$ cat config.mk
export PLATFORM = sky130hd
export DESIGN_NAME = ifu_idu_skid_buffer
export DESIGN_NICKNAME = d
export VERILOG_FILES = /design/src/rtl/ifu_idu_skid_buffer_pkg.sv /design/src/rtl/ifu_idu_skid_buffer_fifo_mem.sv /design/src/rtl/ifu_idu_skid_buffer.sv
export SDC_FILE = /design/constraint.sdc
export NUM_CORES = 1
export LEC_CHECK = 0
export ABC_AREA = 0
export BUFFER_PORTS_ARGS = -buffer_cell sky130_fd_sc_hd__buf_2
export CORE_MARGIN = 5
export CORE_UTILIZATION = 50
export CTS_BUF_LIST = sky130_fd_sc_hd__clkbuf_8
export DETAILED_ROUTE_END_ITERATION = 10
export PLACE_DENSITY = 0.77
export SETUP_SLACK_MARGIN = 0.2
export SLEW_MARGIN = 20
export SYNTH_ARGS = -nofsm -noshare
export SYNTH_HDL_FRONTEND = slang
export SYNTH_HIERARCHICAL = 1
export SYNTH_SLANG_ARGS = --single-unit
$ cat constraint.sdc
create_clock -name clk -period 3.4 [get_ports clk]
set_input_delay 0.17 -clock clk [delete_from_list [all_inputs] [get_ports clk]]
set_output_delay 0.17 -clock clk [all_outputs]
set_load 0.02 [all_outputs]
$ cat src/rtl/ifu_idu_skid_buffer_pkg.sv
// Shared fetch-path definitions: datapath width, the fetch packet layout
// carried from IFU to IDU, and the architectural reset PC.
package ifu_idu_skid_buffer_pkg;

  localparam int unsigned XLEN = 32;

  // Reset vector; the PC unit starts fetching from here.
  localparam logic [XLEN-1:0] RESET_PC = 32'h8000_0000;

  // One fetched instruction as it travels from fetch to decode.
  typedef struct packed {
    logic [XLEN-1:0] pc;
    logic [XLEN-1:0] inst;
    logic            fault;
  } fetch_pkt_t;

  localparam int unsigned PKT_W = $bits(fetch_pkt_t);

endpackage : ifu_idu_skid_buffer_pkg

$ cat src/rtl/ifu_idu_skid_buffer_fifo_mem.sv
// Small register array for the skid buffer: one write port, one
// asynchronous read port. Entries are cleared on reset so the read port
// shows zeros until the first write.
module ifu_idu_skid_buffer_fifo_mem #(
  parameter int unsigned W     = 65,
  parameter int unsigned DEPTH = 2,
  parameter int unsigned AW    = $clog2(DEPTH)
) (
  input  logic          clk,
  input  logic          rst,
  input  logic          we_i,
  input  logic [AW-1:0] waddr_i,
  input  logic [W-1:0]  wdata_i,
  input  logic [AW-1:0] raddr_i,
  output logic [W-1:0]  rdata_o
);

  logic [W-1:0] mem_q [DEPTH];

  // Storage write: only accepted pushes land in the array.
  always_ff @(posedge clk or posedge rst) begin
    if (rst) begin
      for (int i = 0; i < int'(DEPTH); i++) begin
        mem_q[i] <= '0;
      end
    end else if (we_i) begin
      mem_q[waddr_i] <= wdata_i;
    end
  end

  assign rdata_o = mem_q[raddr_i];

endmodule : ifu_idu_skid_buffer_fifo_mem

$ cat src/rtl/ifu_idu_skid_buffer.sv
// Elastic fetch-to-decode buffer. Holds up to DEPTH fetch packets between
// the IFU and the IDU, with registered occupancy so that in_ready never
// depends on out_ready, and no bypass so out_* never depends on in_*.
// A flush (control-flow redirect) empties the buffer in one cycle.
//
// Handshake: a transfer happens on a rising edge when valid and ready are
// both 1 on that side (push = in_valid & in_ready, pop = out_valid &
// out_ready). The producer must hold its payload stable while valid=1 and
// ready=0; the buffer holds out_* stable while out_valid=1 and out_ready=0.
module ifu_idu_skid_buffer
  import ifu_idu_skid_buffer_pkg::*;
#(
  parameter int unsigned XLEN  = ifu_idu_skid_buffer_pkg::XLEN,
  parameter int unsigned DEPTH = 2,
  parameter int unsigned CNT_W = $clog2(DEPTH) + 1
) (
  input  logic             clk,
  input  logic             rst,
  input  logic             in_valid,
  output logic             in_ready,
  input  logic [XLEN-1:0]  in_pc,
  input  logic [XLEN-1:0]  in_inst,
  input  logic             in_fault,
  output logic             out_valid,
  input  logic             out_ready,
  output logic [XLEN-1:0]  out_pc,
  output logic [XLEN-1:0]  out_inst,
  output logic             out_fault,
  input  logic             flush,
  output logic [CNT_W-1:0] count
);

  localparam int unsigned AW = $clog2(DEPTH);
  localparam int unsigned W  = 2 * XLEN + 1;

  logic [CNT_W-1:0] count_q, count_d;
  logic [AW-1:0]    wr_ptr_q, wr_ptr_d;
  logic [AW-1:0]    rd_ptr_q, rd_ptr_d;

  logic             push;
  logic             pop;
  logic [W-1:0]     wr_data;
  logic [W-1:0]     rd_data;

  // Ready comes only from registered occupancy and flush; a pop in the
  // same cycle does not free a slot until the next cycle.
  assign in_ready  = ~rst & ~flush & (count_q < CNT_W'(DEPTH));
  assign out_valid = (count_q != '0);

  assign push = in_valid & in_ready;
  assign pop  = out_valid & out_ready;

  assign wr_data = {in_pc, in_inst, in_fault};

  ifu_idu_skid_buffer_fifo_mem #(
    .W     (W),
    .DEPTH (DEPTH),
    .AW    (AW)
  ) u_mem (
    .clk     (clk),
    .rst     (rst),
    .we_i    (push),
    .waddr_i (wr_ptr_q),
    .wdata_i (wr_data),
    .raddr_i (rd_ptr_q),
    .rdata_o (rd_data)
  );

  // Head entry goes straight from storage to the decode stage.
  assign out_pc    = rd_data[W-1 -: XLEN];
  assign out_inst  = rd_data[XLEN:1];
  assign out_fault = rd_data[0];

  assign count = count_q;

  // Next-state for occupancy and pointers; flush overrides any handshake
  // (push is already blocked by in_ready, a concurrent pop is ignored).
  always_comb begin
    count_d  = count_q;
    wr_ptr_d = wr_ptr_q;
    rd_ptr_d = rd_ptr_q;
    if (flush) begin
      count_d  = '0;
      wr_ptr_d = '0;
      rd_ptr_d = '0;
    end else begin
      if (push) begin
        wr_ptr_d = wr_ptr_q + AW'(1);
      end
      if (pop) begin
        rd_ptr_d = rd_ptr_q + AW'(1);
      end
      case ({push, pop})
        2'b10:   count_d = count_q + CNT_W'(1);
        2'b01:   count_d = count_q - CNT_W'(1);
        default: count_d = count_q;
      endcase
    end
  end

  // Occupancy and pointer registers.
  always_ff @(posedge clk or posedge rst) begin
    if (rst) begin
      count_q  <= '0;
      wr_ptr_q <= '0;
      rd_ptr_q <= '0;
    end else begin
      count_q  <= count_d;
      wr_ptr_q <= wr_ptr_d;
      rd_ptr_q <= rd_ptr_d;
    end
  end

endmodule : ifu_idu_skid_buffer

Yosys cells after proc, flatten, opt, wreduce, memory -nomap -nowiden

Cells that the tools add are included.

Bitwise logic cells: 8
Eq/ne operators: 2
Reduce and logical (&&, ||, !) cells: 5
Add/sub/neg operators: 4
Multiplexer cells: 12
$lt $le $gt $ge: 4

Operator list:

| operator              | number |
|---|---|
| $mux W65              | 4 |
| $bwmux W130           | 1 |
| $demux W65 S1         | 1 |
| $reduce_bool A2 Y1    | 3 |
| $and A1 B1 Y1         | 4 |
| $ge A2 B2 Y1 const B  | 2 |
| $mux W1               | 4 |
| $not A1 Y2            | 2 |
| $pmux W2 S2           | 1 |
| $reduce_bool A3 Y1    | 1 |
| $add A1 B1 Y1 const B | 2 |
| $add A2 B1 Y2 const B | 1 |
| $eq A2 B1 Y1 const B  | 1 |
| $eq A2 B2 Y1 const B  | 1 |
| $lt A2 B1 Y1 const B  | 1 |
| $lt A2 B2 Y1 const B  | 1 |
| $mux W2               | 1 |
| $not A1 Y1            | 2 |
| $sub A2 B1 Y2 const B | 1 |
| $logic_and A1 B1 Y1   | 1 |

Output and inout bits: 69
Register bits after elaboration: 134
Input port bits: 70
Word-level logic and storage cells: 40

Logic depth before layout (Yosys ltp)

Gate-level depths: netlist of run 1.

Word-level depth: 7
Mapped depth: 6
Gate-level depth less buffers: 4

Hierarchy

The synthesis of run 1 kept the hierarchy.

Modules (own cells, without submodules):

| module                       | times used | cells each | area an instance (µm²) |
|---|---|---|---|
| ifu_idu_skid_buffer_fifo_mem | 1          | 349        | 5649.2 |
| ifu_idu_skid_buffer          | 1          | 24         | 220.2 |

Worst setup path after synthesis of run 1

OpenSTA, ideal clock, no wires.

Kind: register -> register
From: reg count_q[1], in the netlist count[1]
To: reg u_mem/mem_q[100] (netlist name)
Arrival: 1.556 ns
Cell stages (with the launch flop): 6
Required time: 3.275 ns
Path buffers: 2
Setup time: 0.125 ns
Period minus slack after synthesis: 1.681 ns
Slack: 1.719 ns
Cell sequence: dfrtp_1 -> nor3_1 -> nor2b_1 -> buf_6 -> buf_6 -> mux2_2

Longest elaborated chain between the ends: 3

RTL lines:

| what                           | RTL line                           | source |
|---|---|---|
| start: declaration             | ifu_idu_skid_buffer.sv:36          | `logic [CNT_W-1:0] count_q, count_d;` |
| start signal: assignment       | ifu_idu_skid_buffer.sv:108         | `count_q <= count_d;` |
| $lt A2 B2 Y1                   | ifu_idu_skid_buffer.sv:47          | `assign in_ready = ~rst & ~flush & (count_q < CNT_W'(DEPTH));` |
| $and A1 B1 Y1                  | ifu_idu_skid_buffer.sv:47          |  |
| $and A1 B1 Y1                  | ifu_idu_skid_buffer.sv:50          | `assign push = in_valid & in_ready;` |
| via push                       | ifu_idu_skid_buffer.sv:40          | `logic push;` |
| end signal: indexed assignment | ifu_idu_skid_buffer_fifo_mem.sv:27 | `mem_q[waddr_i] <= wdata_i;` |
| end: declaration               | ifu_idu_skid_buffer_fifo_mem.sv:18 | `logic [W-1:0] mem_q [DEPTH];` |

The timed path passes the listed nets, and every way through them passes these cells.
A chain may end at the register's enable or synchronous reset.

Worst setup path after layout of run 1

From: reg rd_ptr_q
To: out out_inst[2]

Longest elaborated chain between the ends: 4

RTL lines:

| what                                        | RTL line                           | source |
|---|---|---|
| start: declaration                          | ifu_idu_skid_buffer.sv:38          | `logic [AW-1:0] rd_ptr_q, rd_ptr_d;` |
| start signal: assignment                    | ifu_idu_skid_buffer.sv:110         | `rd_ptr_q <= rd_ptr_d;` |
| $not A1 Y2 (implied by the code)            | ifu_idu_skid_buffer_fifo_mem.sv:31 | `assign rdata_o = mem_q[raddr_i];` |
| $mux W65 (implied by the code) (3 in a row) | ifu_idu_skid_buffer_fifo_mem.sv:31 |  |
| end: declaration                            | ifu_idu_skid_buffer.sv:27          | `output logic [XLEN-1:0] out_inst,` |

No other way between the ends. The select of a mux whose other input is x is not followed.

==> impl_metrics.env, run 1 <==
export IMPL_place_hpwl_um=7680
export IMPL_clockBufferDepth=2
export IMPL_hold_violations=0
export IMPL_h_tree_depth=4
export IMPL_clock_sinks=134
export IMPL_async_reset_ff_frac=1.00
export IMPL_die_h_um=118
export IMPL_synth_area_top_cells="dfrtp_1, mux2_2, mux2_1, buf_6, buf_4"
export IMPL_drtAntennaViolNets=0
export IMPL_crit_type="flop to output pin"
export IMPL_vias_per_cell=5.08
export IMPL_synth_simple_area_share=0.0115
export IMPL_synth_edf_count=0
export IMPL_drive_gt1_frac=0.543
export IMPL_cts_made_buffers=17
export IMPL_root_buffer="clkbuf_8"
export IMPL_cts_setup_buffers=0
export IMPL_max_freq_mhz=441
export IMPL_syn_nets=443
export IMPL_status="finished, final reports clean"
export IMPL_synth_top_area_cell="dfrtp_1"
export IMPL_startpoint="rd_ptr_q"
export IMPL_final_fill_count=791
export IMPL_cts_resized=0
export IMPL_slowest_stage="dfrtp_2"
export IMPL_path_cells="buf_12 > mux2_2 > buf_2"
export IMPL_r2r_start="count[1]"
export IMPL_p_comb_frac=0.255
export IMPL_num_vias=3739
export IMPL_p_seq_frac=0.463
export IMPL_worstHoldStart="in_valid"
export IMPL_areaGrowthSynthToFinish_pct=31.1
export IMPL_coreArea_um2=11500
export IMPL_cp_endpoint="out_inst[2]"
export IMPL_pin_count=139
export IMPL_maxCapViolCount=0
export IMPL_clkTransAtPathRegs_ps=70
export IMPL_setup_ws_ps=1130
export IMPL_grt_start_max_net_pins=131
export IMPL_dr_pass1_iters=4
export IMPL_mostFrequentLayoutCell="mux2_2"
export IMPL_whs_ps=124
export IMPL_tritoncts="yes"
export IMPL_io_buffers=138
export IMPL_clk_latency_ps=440
export IMPL_synth_top_family_by_area="multiplexers"
export IMPL_worst_slew_pin_slew_ps=943
export IMPL_finalPower_mw=4.64
export IMPL_synth_compound_area_share=0.00640
export IMPL_placedCellCount=637
export IMPL_pre_cts_ws_ps=1210
export IMPL_report_final_setup_viol=0
export IMPL_startpoint_type="flop"
export IMPL_rsz0062_at_grt="false"
export IMPL_drc=0
export IMPL_slew_violations=0
export IMPL_nNetsFinal=651
export IMPL_r2r_slack_ps=1210
export IMPL_place_area_um2=6630
export IMPL_grt_ovfl_total=0
export IMPL_synthFlopType="dfrtp_1"
export IMPL_num_rows=39
export IMPL_post_drt_wl_per_cell_um=17.0
export IMPL_gp_congestion=0.757
export IMPL_grt_pass1_vias=4217
export IMPL_fp_dieW_um=118
export IMPL_finalClockSkew_ps=8.44
export IMPL_fin_crit_sh=0.667
export IMPL_final_util=0.671
export IMPL_start_util=0.512
export IMPL_r2r_end="u_mem/mem_q[2]"
export IMPL_ir_drop_mv=0.404
export IMPL_syn_cell_area_um2=5870
export IMPL_timing_slew_headroom=0.371
export IMPL_postSynthCellCount=373
export IMPL_switching_share=0.289
export IMPL_fin_area_um2=7700
export IMPL_antenna_found_initial=0
export IMPL_reg2regPathDepth=3
export IMPL_synth_top_area_share=0.571
export IMPL_cellLeakagePower_nw=3.63
export IMPL_synthAdderAreaFrac=0
export IMPL_critPathArrivalTime_ps=2100
export IMPL_power_frac_clock=0.282
export IMPL_n_antenna_cell=0
export IMPL_layout_common_cells="mux2_2, buf_2, dfrtp_1, dlygate4sd3_1, mux2_1"
export IMPL_grt_pass1_wl_um=21000
export IMPL_tns_ps=0
export IMPL_cp_end_kind="output pin"
export IMPL_routed_wl_um=12500
export IMPL_hold_class="input port to flop"
export IMPL_p_switching_mw=1.34
export IMPL_seq_area_frac_synth=0.571
export IMPL_grtUsageTotal=0.186
export IMPL_synth_area_per_cell_um2=15.7
export IMPL_dieArea_um2=14000
export IMPL_cp_required_ps=3230
export IMPL_synthMuxAreaShare=0.374
export IMPL_drtIter0Drc=170
export IMPL_final_min_clock_period_ps=2270
export IMPL_internal_power_mw=3.30
export IMPL_crit_path_max_fanout=43
export IMPL_max_stage_delay_ps=760
export IMPL_ys_warn_count=6
export IMPL_synth_xor_area_frac=0.00298
export IMPL_power_density_nw_per_um2=602
export IMPL_yosysUniqueCellTypes=19
export IMPL_ys_seq_elements=134
export IMPL_holdBufCountCts=68
export IMPL_final_cells=736
## critical path: cells and delay by family (launching register included)
family | cells | cell delay [ps]
flip-flops | 1 | 760
multiplexers | 1 | 380
buffers and inverters | 2 | 510
## power by group through the flow
| stage | logic (mW) | clock network [mW] | registers, mW |
|---|---|---|---|
| 3_5_place_dp | 1.13 | 0 | 2.17 |
| 6_report | 1.18 | 1.31 | 2.15 |
| 3_3_place_gp | 1.09 | 0 | 2.14 |
| 4_1_cts | 1.20 | 1.34 | 2.14 |
| 2_1_floorplan | 0.832 | 0 | 2.11 |
| 5_1_grt | 1.28 | 1.41 | 2.19 |
## synthesized netlist by cell type (2+ instances only)
| library cell | n |
|---|---|
| mux2_1 | 50 |
| or3_1 | 2 |
| buf_2 | 5 |
| mux2_2 | 145 |
| xor2_1 | 2 |
| inv_1 | 3 |
| buf_4 | 5 |
| o21ai_0 | 3 |
| dfrtp_1 | 134 |
| nor3_1 | 2 |
| nor2b_1 | 2 |
| buf_6 | 11 |
| a21oi_1 | 3 |
## sequential cells by signal (all words and copies together) (netlist names)
register	flops
u_mem/mem_q	130
count	2
wr_ptr_q	1
rd_ptr_q	1
## worst min path at each step
stage                          end  slack (ps)  cells after the start
final                     wr_ptr_q         120                      4
after global routing      wr_ptr_q         110                      4
after CTS                 wr_ptr_q          90                      4
after detailed placement  wr_ptr_q         130                      2
after global placement    wr_ptr_q         120                      2
after floorplan           count[0]         -60                      1
## cells by family (layout without fill, tap and decap cells)
family	count (synthesis)	in the layout
and+or+nand+nor	11	11
AOI/OAI and AO/OA	7	7
xor gates and xnor gates	2	2
muxes	195	195
DFF	134	134
buffers and inverters	24	244
## area by class of cell
class | instances | area, um2 | area share
clock inverter | 13 | 140 | 0.0182
multi-input combinational | 215 | 2330 | 0.303
timing repair buffer | 210 | 1430 | 0.185
tap | 143 | 179 | 0.0232
sequential | 134 | 3350 | 0.436
clock buffer | 18 | 248 | 0.0322
inverter | 3 | 15.0 | 0.00195
## metal layers
metal	global-route usage	wire length (um)	up-vias
met4	0.0767	215	0
met3	0.0497	538	16
li1	-	-	1751
met1	0.219	5170	1880
met2	0.322	6620	92
met5	0	0	-
No activity file was read; power rests on OpenSTA's default activity.
==> run 2, diff against run 1 <==
PLACE_DENSITY = 0.74   (was 0.77)
clock period = 2.4 ns   (was 3.4 ns; I/O delays follow)
==> run 2 against run 1 <==
Setup slack worse by 760 ps. Global-route usage down 0.30 points. Critical path type unchanged. Largest power group unchanged. Largest cell class unchanged. First-iteration DRC count down 5.3%. Non-clock buffer count up 3. Critical path depth unchanged.
==> impl_metrics.env, run 2 (same netlist as run 1, synthesis figures left out) <==
export IMPL_status="finished, final reports clean"
export IMPL_finalClockSkew_ps=4.29
export IMPL_start_util=0.512
export IMPL_io_buffers=138
export IMPL_grtUsageMet2=0.315
export IMPL_h_tree_depth=4
export IMPL_holdBufCountCts=68
export IMPL_rsz0062_at_grt="false"
export IMPL_antenna_found_initial=0
export IMPL_setup_ws_ps=374
export IMPL_slew_violations=0
export IMPL_die_h_um=118
export IMPL_routed_wl_um=12200
export IMPL_drtIter0Drc=161
export IMPL_coreArea_um2=11500
export IMPL_root_buffer="clkbuf_8"
export IMPL_cp_required_ps=2280
export IMPL_vias_per_cell=5.12
export IMPL_met3_usage=0.0497
export IMPL_num_vias=3789
export IMPL_tns_ps=0
export IMPL_grt_pass1_vias=4253
export IMPL_dieArea_um2=14000
export IMPL_fin_crit_sh=0.844
export IMPL_crit_path_max_fanout=57
export IMPL_num_rows=39
export IMPL_timing_slew_headroom=0.453
export IMPL_crit_type="flop to output pin"
export IMPL_cts_resized=0
export IMPL_mostFrequentLayoutCell="mux2_2"
export IMPL_grtUsageTotal=0.183
export IMPL_grt_ovfl_total=0
export IMPL_met1_usage=0.217
export IMPL_cts_made_buffers=17
export IMPL_seq_area_um2=3350
export IMPL_hold_class="input port to flop"
export IMPL_startpoint_type="flop"
export IMPL_post_drt_wl_per_cell_um=16.5
export IMPL_ir_drop_mv=0.505
export IMPL_grt_busiest_layer="met2"
export IMPL_final_fill_count=810
export IMPL_nNetsFinal=654
export IMPL_multi_input_area_um2=2330
export IMPL_power_density_nw_per_um2=864
export IMPL_cp_end_kind="output pin"
export IMPL_clockBufferDepth=2
export IMPL_max_freq_mhz=493
export IMPL_report_final_setup_viol=0
export IMPL_worst_slew_pin_slew_ps=821
export IMPL_areaGrowthSynthToFinish_pct=32.2
export IMPL_drc=0
export IMPL_tritoncts="yes"
export IMPL_clkTransAtPathRegs_ps=70
export IMPL_grt_pass1_wl_um=20800
export IMPL_layout_common_cells="mux2_2, buf_2, dfrtp_1, dlygate4sd3_1, mux2_1"
export IMPL_critPathArrivalTime_ps=1910
export IMPL_cellLeakagePower_nw=3.65
export IMPL_pre_cts_ws_ps=452
export IMPL_top_register="u_mem/mem_q"
export IMPL_hold_violations=0
export IMPL_drive_gt1_frac=0.546
export IMPL_dr_pass1_iters=4
export IMPL_final_min_clock_period_ps=2030
export IMPL_place_hpwl_um=7930
export IMPL_fp_dieW_um=118
export IMPL_drtAntennaViolNets=0
export IMPL_gp_congestion=0.776
export IMPL_clock_sinks=134
export IMPL_n_antenna_cell=0
export IMPL_maxCapViolCount=0
export IMPL_largest_reg_flops=130
export IMPL_grt_start_max_net_pins=67
export IMPL_pin_count=139
export IMPL_whs_ps=88.3
export IMPL_clk_latency_ps=420
export IMPL_cts_setup_buffers=0
-- run 2: worst max-delay path, stage by stage, from the launching register on --
cell and delay (ps):
dfrtp_2 540, buf_12 350, mux2_2 390, buf_2 160
-- run 2: layout make-up --
type,instances,area share
flip-flops and latches,134,0.432
clock buffers,20,0.0355
inverters,3,0.00194
repair buffers,213,0.187
clock inverters,12,0.0203
well taps,143,0.0231
multi-input cells,215,0.300
-- run 2: worst paths after layout --
kind	startpoint	to	slack [ps]	cells past startpoint
hold / removal	out_ready	count[1]	90	4
setup / recovery	rd_ptr_q	out_pc[1]	370	3
setup reg to reg	count[1]	u_mem/mem_q[83]	440	4
max in group asynchronous	rst	u_mem/mem_q[10]	1300	4
min in group asynchronous	rst	count[0]	190	3
hold reg to reg	u_mem/mem_q[14]	u_mem/mem_q[14]	490	1
-- run 2: metal layers --
metal / part of all wire / up-vias
met5: 0 / -
met4: 0.021 / 0
met3: 0.044 / 20
met2: 0.53 / 92
met1: 0.41 / 1927
li1: - / 1750
-- run 2: per-stage QoR --
step | std cells | util | total power, mW | instance area [um2]
floorplan | 373 | - | 4.16 | 5870
global placement | 640 | 0.579 | 4.58 | 6650
detailed placement | 640 | 0.579 | 4.68 | 6650
CTS | 740 | 0.677 | 6.79 | 7760
global route | 740 | 0.677 | 7.07 | 7760
finish | 740 | 0.677 | 6.71 | 7760
-- run 2: power breakdown --
group	internal, mW	leakage [nW]	switching [mW]
Sequential	2.78	1.65	0.247
Combinational	0.865	1.77	0.813
Clock	1.20	0.234	0.806
Total	4.84	3.65	1.87
